File: src/rtl/o232c_buffered_pkg.sv
// Shared definitions for the buffered 8N1 transmitter: FSM state encoding and default timing.
package o232c_buffered_pkg;

  typedef enum logic [1:0] {
    IDLE  = 2'd0,
    START = 2'd1,
    DATA  = 2'd2,
    STOP  = 2'd3
  } state_t;

  // 71.4 MHz system clock at 115200 baud.
  localparam int DEFAULT_WAIT_DIV = 620;
  localparam int DEFAULT_FIFO_LOG = 4;

endpackage

File: src/rtl/o232c_buffered_sync_fifo.sv
// Synchronous FIFO with extra-MSB pointers; the head entry is always visible on rd_data.
module sync_fifo #(
  parameter int WIDTH = 8,
  parameter int LOG   = 4
) (
  input  logic             clk,
  input  logic             reset,
  input  logic             push,
  input  logic [WIDTH-1:0] wr_data,
  input  logic             pop,
  output logic [WIDTH-1:0] rd_data,
  output logic             full,
  output logic             empty
);

  localparam int DEPTH = 1 << LOG;

  logic [LOG:0]     wr_ptr;
  logic [LOG:0]     rd_ptr;
  logic [WIDTH-1:0] mem [DEPTH];

  // Equal pointers mean empty; equal index with differing lap bit means full.
  assign empty   = (wr_ptr == rd_ptr);
  assign full    = (wr_ptr[LOG] != rd_ptr[LOG]) && (wr_ptr[LOG-1:0] == rd_ptr[LOG-1:0]);
  assign rd_data = mem[rd_ptr[LOG-1:0]];

  always_ff @(posedge clk) begin
    if (reset) begin
      wr_ptr <= '0;
      rd_ptr <= '0;
    end else begin
      if (push) wr_ptr <= wr_ptr + (LOG+1)'(1);
      if (pop)  rd_ptr <= rd_ptr + (LOG+1)'(1);
    end
  end

  always_ff @(posedge clk) begin
    if (push) mem[wr_ptr[LOG-1:0]] <= wr_data;
  end

endmodule

File: src/rtl/o232c_buffered.sv
// Buffered 8N1 RS-232 transmitter: bytes queue in a FIFO and are sent LSB-first at WAIT_DIV clocks per bit.
module o232c_buffered
  import o232c_buffered_pkg::*;
#(
  parameter int WAIT_DIV = DEFAULT_WAIT_DIV,
  parameter int FIFO_LOG = DEFAULT_FIFO_LOG
) (
  input  logic       clk,
  input  logic       reset,
  input  logic       enable,
  input  logic [7:0] data,
  output logic       full,
  output logic       busy,
  output logic       overflow,
  output logic       tx
);

  localparam int                BAUD_W    = (WAIT_DIV > 1) ? $clog2(WAIT_DIV) : 1;
  localparam logic [BAUD_W-1:0] BAUD_LAST = BAUD_W'(WAIT_DIV - 1);

  state_t            state, state_next;
  logic [BAUD_W-1:0] baud_cnt, baud_next;
  logic [2:0]        bit_cnt, bit_next;
  logic [7:0]        shreg, shreg_next;
  logic              pop, push, empty, baud_done;
  logic [7:0]        head;

  // A write into a full FIFO still lands when the FSM frees a slot in the same cycle.
  assign push      = enable && (!full || pop);
  assign baud_done = (baud_cnt == BAUD_LAST);

  sync_fifo #(
    .WIDTH (8),
    .LOG   (FIFO_LOG)
  ) u_fifo (
    .clk     (clk),
    .reset   (reset),
    .push    (push),
    .wr_data (data),
    .pop     (pop),
    .rd_data (head),
    .full    (full),
    .empty   (empty)
  );

  always_ff @(posedge clk) begin
    if (reset) begin
      state    <= IDLE;
      baud_cnt <= '0;
      bit_cnt  <= '0;
      shreg    <= '0;
    end else begin
      state    <= state_next;
      baud_cnt <= baud_next;
      bit_cnt  <= bit_next;
      shreg    <= shreg_next;
    end
  end

  always_comb begin
    state_next = state;
    baud_next  = baud_cnt + BAUD_W'(1);
    bit_next   = bit_cnt;
    shreg_next = shreg;
    pop        = 1'b0;
    case (state)
      IDLE: begin
        baud_next = '0;
        bit_next  = '0;
        if (!empty) begin
          pop        = 1'b1;
          shreg_next = head;
          state_next = START;
        end
      end
      START: begin
        if (baud_done) begin
          baud_next  = '0;
          bit_next   = '0;
          state_next = DATA;
        end
      end
      DATA: begin
        if (baud_done) begin
          baud_next  = '0;
          shreg_next = {1'b0, shreg[7:1]};
          bit_next   = bit_cnt + 3'd1;
          if (bit_cnt == 3'd7) state_next = STOP;
        end
      end
      STOP: begin
        // Chain straight into the next start bit when more data is waiting.
        if (baud_done) begin
          baud_next = '0;
          if (!empty) begin
            pop        = 1'b1;
            shreg_next = head;
            state_next = START;
          end else begin
            state_next = IDLE;
          end
        end
      end
      default: state_next = IDLE;
    endcase
  end

  // Line and status registers follow the current state, so they trail it by one clock.
  always_ff @(posedge clk) begin
    if (reset) begin
      tx       <= 1'b1;
      busy     <= 1'b0;
      overflow <= 1'b0;
    end else begin
      case (state)
        START:   tx <= 1'b0;
        DATA:    tx <= shreg[0];
        default: tx <= 1'b1;
      endcase
      busy <= (state != IDLE) || !empty;
      if (enable && full && !pop) overflow <= 1'b1;
    end
  end

endmodule

File: config.mk
export PLATFORM = sky130hd
export DESIGN_NAME = o232c_buffered
export DESIGN_NICKNAME = d
export VERILOG_FILES = /design/src/rtl/o232c_buffered_pkg.sv /design/src/rtl/o232c_buffered_sync_fifo.sv /design/src/rtl/o232c_buffered.sv
export SDC_FILE = /design/constraint.sdc
export NUM_CORES = 1
export LEC_CHECK = 0
export BUFFER_PORTS_ARGS = -buffer_cell sky130_fd_sc_hd__buf_2
export CAP_MARGIN = 20
export CORE_MARGIN = 3
export CORE_UTILIZATION = 30
export CTS_BUF_LIST = sky130_fd_sc_hd__clkbuf_4 sky130_fd_sc_hd__clkbuf_8
export CTS_CLUSTER_SIZE = 25
export DETAILED_ROUTE_END_ITERATION = 12
export PLACE_DENSITY = 0.55
export SLEW_MARGIN = 20
export SYNTH_ARGS = -nofsm -noshare
export SYNTH_HDL_FRONTEND = slang
export SYNTH_HIERARCHICAL = 1
export SYNTH_SLANG_ARGS = --single-unit
File: constraint.sdc
create_clock -name clk -period 2.7 [get_ports clk]
set_input_delay 0.27 -clock clk [delete_from_list [all_inputs] [get_ports clk]]
set_output_delay 0.27 -clock clk [all_outputs]
set_load 0.05 [all_outputs]
; Word-level counts from Yosys, hierarchy flattened
; Memories as Yosys holds them, arrays and structs flattened. A register that Yosys moved wholly into a read port is not among the register bits.
; Index checks and enable logic that the tools add are counted.
[totals]
memories = 1
reg_bits = 36
ram_bits = 128
output_inout_bits = 4
word_cells = 68
inputBits = 11
[classes]
add_sub_neg = 4
n_reduce_logical = 17
n_eq_ne = 13
n_mux = 24
[mem_list]
columns = memory, words, word_bits, read_ports, rd_ports_with_merged_regs, write_ports, line
row1 = u_fifo.mem, 16, 8, 1, 1, 1, o232c_buffered_sync_fifo.sv:20  ; logic [WIDTH-1:0] mem [DEPTH];
[ops]
columns = cell, n
row1 = $mux W8, 3
row2 = $pmux W8 S3, 1
row3 = $pmux W10 S2, 1
row4 = $add A10 B1 Y10 const B, 1
row5 = $add A5 B1 Y5 const B, 2
row6 = $eq A10 B10 Y1 const B, 1
row7 = $mux W10, 1
row8 = $mux W2, 5
row9 = $ne A2 B2 Y1 const B, 5
row10 = $pmux W3 S3, 1
row11 = $mux W4, 2
row12 = $pmux W2 S4, 1
row13 = $mux W3, 2
row14 = $reduce_and A3 Y1, 2
row15 = $reduce_bool A3 Y1, 2
row16 = $eq A5 B5 Y1, 1
row17 = $mux W1, 5
row18 = $reduce_and A5 Y1, 1
row19 = $eq A2 B2 Y1 const B, 2
row20 = $eq A4 B4 Y1, 1
row21 = $logic_and A1 B1 Y1, 4
row22 = $pmux W1 S2, 2
row23 = $add A3 B1 Y3 const B, 1
row24 = $eq A3 B3 Y1 const B, 1
row25 = other kinds (7), 10

; Longest topological paths before layout
[depth]
depth_word = 8
mapped_depth = 10
mapped_depth_nobuf = 8

; Hierarchy
; Netlist, hierarchy kept.
[modules_own_cells]
columns = module, seq_area_each_um2, cells_per_inst, area_each_um2, n_inst
row1 = sync_fifo, 4124.0, 279, 5594.1, 1
row2 = o232c_buffered, 520.5, 143, 1393.8, 1

; Least setup slack after synthesis
; Ideal clock, no wire load.
[synth_path]
kind = register -> register
startpoint = reg u_fifo.wr_ptr[2]
endpoint = mem u_fifo.mem[10][0] (enable)
n_path_buf = 2
stages_incl_launch_ff = 10
arrival_time_ns = 2.554
setup_ns = 0.277
period_less_slack_ns = 2.831
slack_ns = -0.131
required_ns = 2.423
cell_sequence = dfxtp_1 -> clkbuf_1 -> xnor2_1 -> nand4_1 -> nor2b_1 -> o31ai_1 -> and2_1 -> clkbuf_1 -> and3b_1 -> and2_1
[synth_via]
word_cells_on_any_way = 11
cone_classes = 2 x eq/ne / 5 x mux / 4 x reduce/logical
[synth_lines]
columns = element, line
row1 = from (decl), o232c_buffered_sync_fifo.sv:18  ; logic [LOG:0] wr_ptr;
row2 = from (signal assigned), o232c_buffered_sync_fifo.sv:32  ; if (push) wr_ptr <= wr_ptr + (LOG+1)'(1);
row3 = $eq A4 B4 Y1, o232c_buffered_sync_fifo.sv:24  ; assign full = (wr_ptr[LOG] != rd_ptr[LOG]) && (wr_ptr[LOG-1:0] == rd_ptr[LOG-1:0]);
row4 = $logic_and A1 B1 Y1, o232c_buffered_sync_fifo.sv:24
row5 = via full, o232c_buffered.sv:12  ; output logic full,
row6 = $logic_not A1 Y1, o232c_buffered.sv:29  ; assign push = enable && (!full || pop);
row7 = $logic_or A1 B1 Y1, o232c_buffered.sv:29
row8 = $logic_and A1 B1 Y1, o232c_buffered.sv:29
row9 = via push, o232c_buffered.sv:25  ; logic pop, push, empty, baud_done;
row10 = $mux W1, o232c_buffered_sync_fifo.sv:38  ; if (push) mem[wr_ptr[LOG-1:0]] <= wr_data;
row11 = $mux W1 (not written as such), o232c_buffered_sync_fifo.sv:38
row12 = to (decl), o232c_buffered_sync_fifo.sv:20
; The timed path passes the listed nets, and every way through them passes these cells.

; Worst setup path after layout
[layout_path]
startpoint = reg baud_cnt[0]
endpoint = mem u_fifo.mem[2][0] (enable)
[layout_via]
elab_chain_len = 7
[layout_lines]
columns = element, line
row1 = from (decl), o232c_buffered.sv:22  ; logic [BAUD_W-1:0] baud_cnt, baud_next;
row2 = from (signal assigned), o232c_buffered.sv:54  ; baud_cnt <= baud_next;
row3 = $eq A10 B10 Y1, o232c_buffered.sv:30  ; assign baud_done = (baud_cnt == BAUD_LAST);
row4 = $mux W1, o232c_buffered.sv:93  ; if (baud_done) begin
row5 = $pmux W1 S2, o232c_buffered.sv:66  ; case (state)
row6 = $logic_or A1 B1 Y1, o232c_buffered.sv:29
row7 = $logic_and A1 B1 Y1, o232c_buffered.sv:29
row8 = via push, o232c_buffered.sv:25
row9 = $mux W1, o232c_buffered_sync_fifo.sv:38
row10 = $mux W1 (not written as such), o232c_buffered_sync_fifo.sv:38
; The timed path passes the listed nets, and every way through them passes these cells.

==> run_results.csv <==
group,metric,value,unit
run_status,status,"complete, no violations",
worst_setup_path,end_kind,"flip-flop",
synth,synth_ff_type,"edfxtp_1",
placement,gp_congestion,0.815,
detailed_routing,route.detailed.drc,0,
sta,hold_violations,0,
worst_setup_path,cpPeakStageDelay,0.36,ns
global_route,grtUsageMet3,3.40,%
clock_tree,insertion_delay,0.46,ns
clock_tree,cts_tree,"yes",
floorplan,die_w,159,um
synth,synth-edff-count,128,
floorplan,core.rowCount,55,
global_route,grt_max_degree,33,
sta,finalCriticalPeriod,2.49,ns
synth,syn_area_per_cell,16.6,um2
sta,rsz0062_at_grt,"false",
floorplan,coreArea,0.0228,mm2
global_route,grt_pass1_wl,22200,um
worst_setup_path,path_max_fanout,8,
worst_setup_path,reg2regPathDepth,8,
sta,fmax,401,MHz
floorplan,die-height,159,um
global_route,grt_use_met1,16.9,%
worst_setup_path,path_cells,"ha_1, and4b_4, a41oi_1, o31ai_1, and2_2, nor3b_1, buf_4, and2_2",
detailed_routing,vias,3670,
sta,final_max_slew_viol_count,0,
sta,finalSetupTns,0,ns
detailed_routing,ant_nets,0,
clock_tree,clock_path_buffers,2,
global_route,use_met2,18.4,%
cells_and_area,instances_no_fill,781,
synth,async_flop_share,0,%
power,p_per_area,797,mW/mm2
worst_setup_path,crit_path_frequent_cell,"and2_2",
power,ir_worst_vdd,0.000292,V
worst_setup_path,crit_path_start_kind,"flip-flop",
cells_and_area,final_core_util,34.6,%
placement,place_ws,0.0565,ns
global_route,grt_antenna_before_repair,0,
sta,holdWs,0.0924,ns
min_path,min_path_type,"in -> reg",
clock_tree,post_cts_resize_count,0,
detailed_routing,drt_iter0_drc,155,
synth,synth-seq-cells,168,
clock_tree,cts_buffers,17,
clock_tree,clock-sinks,168,
floorplan,dieArea,0.0252,mm2
global_route,top_usage_layer,"met2",
clock_tree,clk_pin_slew,0.10,ns
detailed_routing,drt-vias-per-instance,4.70,
synth,synthesis.area,0.00699,mm2
synth,yosysWarnings,6,
synth,synthCells,422,
clock_tree,htreeDepth,4,
worst_setup_path,critPathSlowestCell,"dfxtp_1",
synth,synth.area.top_cells,"edfxtp_1, dfxtp_1, mux4_2, mux4_1, ha_1",
sta,final-setup-viol-count,0,
placement,post_dp_cell_area,0.00745,mm2
placement,hpwl,9290,um
power,p_leak,2.63,nW
worst_setup_path,crit_type,"reg -> reg",
min_path,holdPathStages,3,
worst_setup_path,cp.required,2.86,ns
sta,setup_slack,0.205,ns
worst_setup_path,worstPathArrival,2.65,ns
sta,finClkSkew,0.0153,ns
sta,relSlewSlack,52.8,%
clock_tree,cts_root_buf,"clkbuf_8",
floorplan,io_pins,15,
placement,dp.cells,749,
synth,yosysTopAreaCell,"edfxtp_1",
global_route,globalRoute.totalOverflow,0,
placement,port_buffers,14,
synth,syn_nets,448,
synth,yosysSeqAreaShare,66.5,%
cells_and_area,fin_area,0.00788,mm2
global_route,grtUsageTotal,12.0,%
detailed_routing,wl_per_cell,18.3,um
global_route,grt_pass1_vias,3717,
cells_and_area,fin_nets,481,
cells_and_area,area_growth,12.7,%
power,fin_total_pwr,6.28,mW
detailed_routing,first_pass_iters,4,
job,cap_violations,0,
cells_and_area,diodes,0,
synth,yosysUniqueCellTypes,49,
sta,tightest_slew,0.706,ns
floorplan,start_util,30.7,%
detailed_routing,postRouteWirelength,14300,um
sta,period_share,92.4,%
clock_tree,hold_buffers,0,
cells_and_area,drive_above_1_share,22.9,%
clock_tree,cts_setup_buffers,0,
synth,synth_top_area_share,55.0,%
[layout by cell type (no fill, tap or decap), drive strengths merged, types with 13 or more instances in the layout]
cell and n:
a21oi 13, mux4 32, buf 33, clkbuf 17, nand2 19, and2 17, a22oi 16, ha 15
xor2 13, nor2 28, dfxtp 40, edfxtp 128, inv 16
[worst max-delay path: cells and delay by family (launching register included)]
kind,cells,cell delay (ns)
and+or+nand+nor,4,1.00
AOI/OAI and AO/OA,2,0.43
DFF,1,0.36
adders and majority gates,1,0.25
buffers and inverters,1,0.16
[cell usage after synthesis (all sizes together) (2+ instances only)]
cell type	instances
edfxtp	128
dfxtp	40
mux4	32
nor2	28
nand2	19
and2	17
a22oi	16
ha	15
a21oi	13
xor2	13
mux2i	11
buf	9
inv	9
xnor2	8
a311oi	7
clkbuf	7
nand4	7
nand2b	5
and3	4
nand3	4
nor3	4
clkdlybuf4s25	3
nor2b	3
a211o	2
a41oi	2
nor3b	2
o21ai	2
or2	2
[layout make-up]
cell class | count | area (um2)
Inverter | 9 | 33.8
Clock inverter | 15 | 179
Timing Repair Buffer | 33 | 213
Sequential cell | 168 | 4650
Fill cell | 2157 | 14900
Clock buffer | 17 | 234
Tap cell | 313 | 392
Multi-Input combinational cell | 226 | 2180
[final timing paths]
kind	start	to	slack [ns]
max	baud_cnt[0]$_SDFF_PP0_	u_fifo/mem[2][0]$_DFFE_PP_	0.21
min	enable	overflow$_SDFFE_PP0P_	0.09
max reg2reg	baud_cnt[0]$_SDFF_PP0_	u_fifo/mem[2][0]$_DFFE_PP_	0.21
min reg2reg	baud_cnt[0]$_SDFF_PP0_	baud_cnt[0]$_SDFF_PP0_	0.44
[cell families (layout without fill, tap and decap cells)]
group / count (synthesis) / count (layout) / synth area share [%]
AOI/OAI and AO/OA: 47 / 47 / 5.50
xor gates and xnor gates: 21 / 21 / 2.63
adders and majority gates: 15 / 15 / 2.69
buffers and inverters: 28 / 74 / 2.52
DFF: 168 / 168 / 66.5
muxes: 43 / 43 / 12.6
and+or+nand+nor: 100 / 100 / 7.56
[power breakdown]
group / switching, mW / total [mW] / internal (mW)
combinational: 0.799 / 1.42 / 0.622
clock: 1.05 / 1.84 / 0.783
sequential: 0.117 / 3.02 / 2.90
[registers in the layout (all words and copies together) (netlist names), named ones only]
register and cells:
u_fifo/mem 128, baud_cnt 10, shreg 8, u_fifo/rd_ptr 5, u_fifo/wr_ptr 5, bit_cnt 3, state 2, busy 1
overflow 1, tx 1
[routing by layer]
layer / wire, um / up-vias / part of all wire (%)
met5: 0 / - / 0
met4: 101 / 0 / 0.71
met1: 6720 / 1884 / 47
met3: 692 / 10 / 4.8
li1: - / 1706 / -
met2: 6780 / 70 / 47
(Power assumes the default switching activity.)
